===== config.mk =====
export PLATFORM = sky130hd
export DESIGN_NAME = bft_leaf_arbiter
export DESIGN_NICKNAME = d
export VERILOG_FILES = /design/src/rtl/bft_leaf_arbiter.sv
export SDC_FILE = /design/constraint.sdc
export NUM_CORES = 1
export LEC_CHECK = 0
export ABC_CLOCK_PERIOD_IN_PS = 2550
export CORE_MARGIN = 3
export CORE_UTILIZATION = 35
export DETAILED_ROUTE_END_ITERATION = 8
export PLACE_DENSITY = 0.88
export SYNTH_ARGS = -nofsm -noshare
export SYNTH_HDL_FRONTEND = slang
export SYNTH_SLANG_ARGS = --single-unit

===== constraint.sdc =====
create_clock -name clk -period 2.55 [get_ports clk]
set_input_delay 0.51 -clock clk [delete_from_list [all_inputs] [get_ports clk]]
set_output_delay 0.51 -clock clk [all_outputs]
set_load 0.05 [all_outputs]

===== src/rtl/bft_leaf_arbiter.sv =====
// Round-robin arbiter sharing one registered BFT leaf port among NUM_PAGES page streams.
// Optional packet replay is compiled in with BFT_LEAF_RESEND_EN.
module bft_leaf_arbiter #(
    parameter int NUM_PAGES = 4,
    parameter int PKT_W     = 49
) (
    input  logic                       clk,
    input  logic                       reset,
    input  logic                       ap_start,
    input  logic                       halt,
    input  logic [NUM_PAGES*PKT_W-1:0] din_page,
    output logic [NUM_PAGES-1:0]       page_ready,
    output logic [PKT_W-1:0]           dout_leaf_interface2bft,
    input  logic                       leaf_ready,
    input  logic                       resend,
    output logic                       busy
);
    localparam int PW = (NUM_PAGES > 1) ? $clog2(NUM_PAGES) : 1;

    typedef enum logic [1:0] {IDLE, RUN, FLUSH} state_t;

    state_t               state, state_nxt;
    logic [PW-1:0]        ptr, ptr_nxt, win;
    logic [NUM_PAGES-1:0] req;
    logic                 found, out_vld, load, run_load, grant, take_replay, replay;
    logic [PKT_W-1:0]     dout_nxt, replay_q;

    assign out_vld  = dout_leaf_interface2bft[PKT_W-1];
    assign load     = !out_vld || leaf_ready;
    assign run_load = (state == RUN) && !halt && load;
    assign busy     = (state != IDLE);

    always_comb begin
        req = '0;
        for (int i = 0; i < NUM_PAGES; i++) req[i] = din_page[i*PKT_W + PKT_W-1];
    end

    // Cyclic search for the first request at or after ptr.
    always_comb begin : search
        int idx;
        idx   = 0;
        found = 1'b0;
        win   = '0;
        for (int k = 0; k < NUM_PAGES; k++) begin
            idx = int'(ptr) + k;
            if (idx >= NUM_PAGES) idx = idx - NUM_PAGES;
            if (!found && req[idx]) begin
                found = 1'b1;
                win   = PW'(idx);
            end
        end
    end

    assign take_replay = run_load && replay;
    assign grant       = run_load && !replay && found;
    assign page_ready  = grant ? (NUM_PAGES'(1) << win) : '0;

    always_comb begin
        ptr_nxt = ptr;
        if (grant) ptr_nxt = (win == PW'(NUM_PAGES-1)) ? '0 : win + 1'b1;
    end

    always_comb begin
        state_nxt = state;
        dout_nxt  = dout_leaf_interface2bft;
        case (state)
            IDLE: if (ap_start && !halt) state_nxt = RUN;
            RUN: begin
                if (halt) begin
                    state_nxt = FLUSH;
                    if (load) dout_nxt = '0;
                end else if (load) begin
                    if (take_replay) dout_nxt = replay_q;
                    else if (found)  dout_nxt = din_page[win*PKT_W +: PKT_W];
                    else             dout_nxt = '0;
                end
            end
            FLUSH: if (load) begin
                dout_nxt  = '0;
                state_nxt = IDLE;
            end
            default: state_nxt = IDLE;
        endcase
    end

    always_ff @(posedge clk or posedge reset) begin
        if (reset) state <= IDLE;
        else       state <= state_nxt;
    end

    always_ff @(posedge clk or posedge reset) begin
        if (reset) begin
            ptr                     <= '0;
            dout_leaf_interface2bft <= '0;
        end else begin
            ptr                     <= ptr_nxt;
            dout_leaf_interface2bft <= dout_nxt;
        end
    end

`ifdef BFT_LEAF_RESEND_EN
    logic pend;
    assign replay = pend;

    // Consumption clears the flag; a resend landing the same cycle is absorbed.
    always_ff @(posedge clk or posedge reset) begin
        if (reset) begin
            replay_q <= '0;
            pend     <= 1'b0;
        end else begin
            if (out_vld && leaf_ready) replay_q <= dout_leaf_interface2bft;
            if (take_replay)                       pend <= 1'b0;
            else if (resend && state != IDLE)      pend <= 1'b1;
        end
    end
`else
    wire unused_resend = resend;
    assign replay   = 1'b0;
    assign replay_q = '0;
`endif

endmodule


==> results.yml <==
run_status:
  outcome: "complete, no violations"
detailed_routing:
  remaining_drc_errors: 0
  first_iter_violations: 76
  routed_wire_length_per_instance_microns: 17.52
  routed-via-count: 3620
  drt_pre_antenna_iters: 4
  drtAntennaViolNets: 0
  detail_route.wirelength_microns: 12230
  drt-vias-per-instance: 5.186
power:
  sequentialPowerShare_pct: 25.3
  finalPower_mw: 5.147
  power_frac_clock_pct: 9.3
  sw_frac_of_total_pct: 46.15
  p_sw_mw: 2.376
  vdd_ir_drop_max_mv: 0.5279
  internal_power_mw: 2.772
  power_frac_comb_pct: 65.4
  cellLeakagePower_nw: 2.775
  pwr_density_cell_mw_per_mm2: 817.7
clocking:
  cts_tree: "built"
  holdBufCountCts: 0
  clk_root_buffer_cell: "clkbuf_8"
  worst_skew_pair.late_latency_ns: 0.30
  cts_htree_levels: 2
  clock-sinks: 53
  cts_max_path_buffers: 2
  numCtsBuffers: 5
  cts.clk_slew.worst_paths_ns: 0.09
synth:
  yosysSeqAreaShare_pct: 38.93
  synth-edff-count: 0
  synthesis.yosys.warnings: 0
  dominantRegCellSynth: "dfrtp_1"
  netlist.area_leader.share_pct: 38.93
  synthMostInstantiatedCell: "mux2i_1"
  synthesis.instances: 314
  syn-cell-area_sq_mm: 0.003407
  asyncSetResetFlopFracSynth_pct: 100.0
  mappedNetlistNets: 520
  yosys-top-cells-count: "mux2i_1 (96), dfrtp_1 (53), nand2_1 (52)"
  synth_cell_types: 28
  postSynthRegisterBits: 53
  netlist_top_cells_area: "dfrtp_1 (39%), mux2i_1 (28%), o221ai_1 (11%)"
  post-synth-top-area-cell: "dfrtp_1"
  avgSynthCellArea_sq_um: 10.85
critical_path:
  crit_required_ns: 2.04
  timing.rr.start: "ptr[0]"
  startpoint: "din_page[146]"
  startpoint_to_endpoint_class_of_the_critical_path: "primary input to output port"
  end_kind: "output port"
  critical_path.max_fanout: 3
  critPathLaunchType: "primary input"
  timing.critical_path.arrival_ns: 1.95
placed_design:
  detailedPlace.worstSlack_ns: -0.1028
  dp.final_hpwl_microns: 9723
  dp_cells: 688
  portBuffers: 254
  routabilityCongestion: 0.8277
floorplan:
  placementRows: 35
  design.portCount: 256
  die_width_microns: 104.7
  floorplan.core_area_sq_mm: 0.009371
  die_height_microns: 104.7
  die-area_sq_mm: 0.01095
  floorplan.initialDensity_pct: 36.36
sta:
  period_share_pct: 96.29
  worst_slew_margin_rel_pct: 59.00
  setup_viol: 0
  finalWorstSetupSlack_ns: 0.09460
  setup_tns_ns: 0
  measured_slew_at_the_worst_slew_check_pin_ns: 0.6131
  fmaxAchievable_mhz: 407.3
  finalHoldViolations: 0
  timing.final.crit_period_ns: 2.455
  finalMaxSlewViolations: 0
  fin_skew_ns: 0.01278
  grt_setup_unrepaired: "false"
min_path:
  min_from: "dout_leaf_interface2bft[1]"
  worstHoldPathType: "flop to flop"
flow_run:
  reported_max_cap_violation_count: 0
cells_and_area:
  nNetsFinal: 775
  areaGrowthSynthToFinish_pct: 84.76
  num_antenna_cells: 0
  fraction_of_final_layout_cells_with_drive_strength_greater_than_1_pct: 9.139
  final_cell_count_no_fill: 698
global_route:
  grt_antenna_before_repair: 0
  grt.overflow.total: 0
  wire_length_of_the_first_global_routing_pass_microns: 19520
  grt_start_max_net_pins: 49
  first_global_vias: 3839
  grtUsageTotal_pct: 21.87
==> per-stage QoR <==
step | hold WS [ns] | instance area, sq um | utilization (%)
floorplan | 0.4669 | 3407 | -
global placement | 0.4660 | 6153 | 65.66
detailed placement | 0.4765 | 6153 | 65.66
CTS | 0.4977 | 6285 | 67.06
global route | 0.5095 | 6295 | 67.17
finish | 0.4914 | 6295 | 67.17
==> metal layers <==
| metal | global-route usage (%) | vias up | wire length [microns] |
|---|---|---|---|
| met4 | 5.811 | 0 | 186 |
| met1 | 23.52 | 1722 | 4360 |
| met3 | 6.485 | 12 | 1024 |
| li1 | - | 1692 | - |
| met5 | 0 | - | 0 |
| met2 | 41.42 | 194 | 6659 |
==> logic make-up after synthesis <==
logic type / synth area share (%)
muxes: 28.87
and+or+nand+nor: 8.520
AOI/OAI and AO/OA: 15.61
DFF: 38.93
buffers and inverters: 6.610
adders and majority gates: 1.469
==> sequential cells by signal (all words and copies together), names as in the netlist <==
| name | count |
|---|---|
| state | 2 |
| ptr | 2 |
| dout_leaf_interface2bft | 49 |
==> cell usage in the layout (no fill, tap or decap), types with 3 or more instances in the layout <==
cell type / count
nor2b_1: 4
inv_2: 3
buf_12: 8
nor2_1: 4
dlygate4sd2_1: 3
clkdlybuf4s50_1: 246
a21oi_1: 3
ha_1: 4
dfrtp_1: 53
buf_4: 14
o221ai_1: 42
and2_4: 3
mux2i_1: 96
o221ai_2: 6
nand2_1: 50
clkbuf_8: 6
==> power groups by stage <==
stage | clock network [mW] | logic, mW | registers (mW)
5_1_grt | 0.531 | 3.55 | 1.34
2_1_floorplan | 0 | 1.27 | 2.24
6_report | 0.480 | 3.37 | 1.30
3_3_place_gp | 0 | 3.27 | 1.30
4_1_cts | 0.497 | 3.38 | 1.30
3_5_place_dp | 0 | 3.34 | 1.32
==> worst max-delay path, cell delays in order <==
cell and delay [ns]:
dlygate4sd2_1 0.25, nor2b_1 0.14, a21o_1 0.18, a211oi_4 0.30, buf_4 0.16, ha_1 0.13, and2_4 0.14, buf_12 0.13
==> path summary, 6_finish.rpt <==
path / slack [ns] / to / depth (start not counted)
worst min register to register: 0.49 / dout_leaf_interface2bft[1] / 2
worst max-delay path: 0.09 / page_ready[1] / 8
max in group asynchronous: 1.67 / dout_leaf_interface2bft[4] / 3
worst max register to register: 0.32 / dout_leaf_interface2bft[26] / 9
min in group asynchronous: 0.60 / dout_leaf_interface2bft[12] / 3
worst min-delay path: 0.49 / dout_leaf_interface2bft[1] / 2
==> repair_timing <==
| item | 4_1_cts | 5_1_grt |
|---|---|---|
| setup buffers | 2 | 1 |
| endpoints found under the setup margin | 4 | 4 |
| resized for setup | 12 | 2 |
| cloned | 0 | 0 |
| hold endpoints to repair | 0 | 0 |
| pin swaps | 2 | 1 |
==> final cells by class <==
class                           instances  area, sq um
Tap cell                              129        161.4
Timing Repair Buffer                  275         2804
Multi-Input combinational cell        229         1898
Sequential cell                        53         1326
Inverter                                5        18.77
Clock buffer                            7        86.33
Fill cell                             744         3077
(Power assumes the default switching activity.)
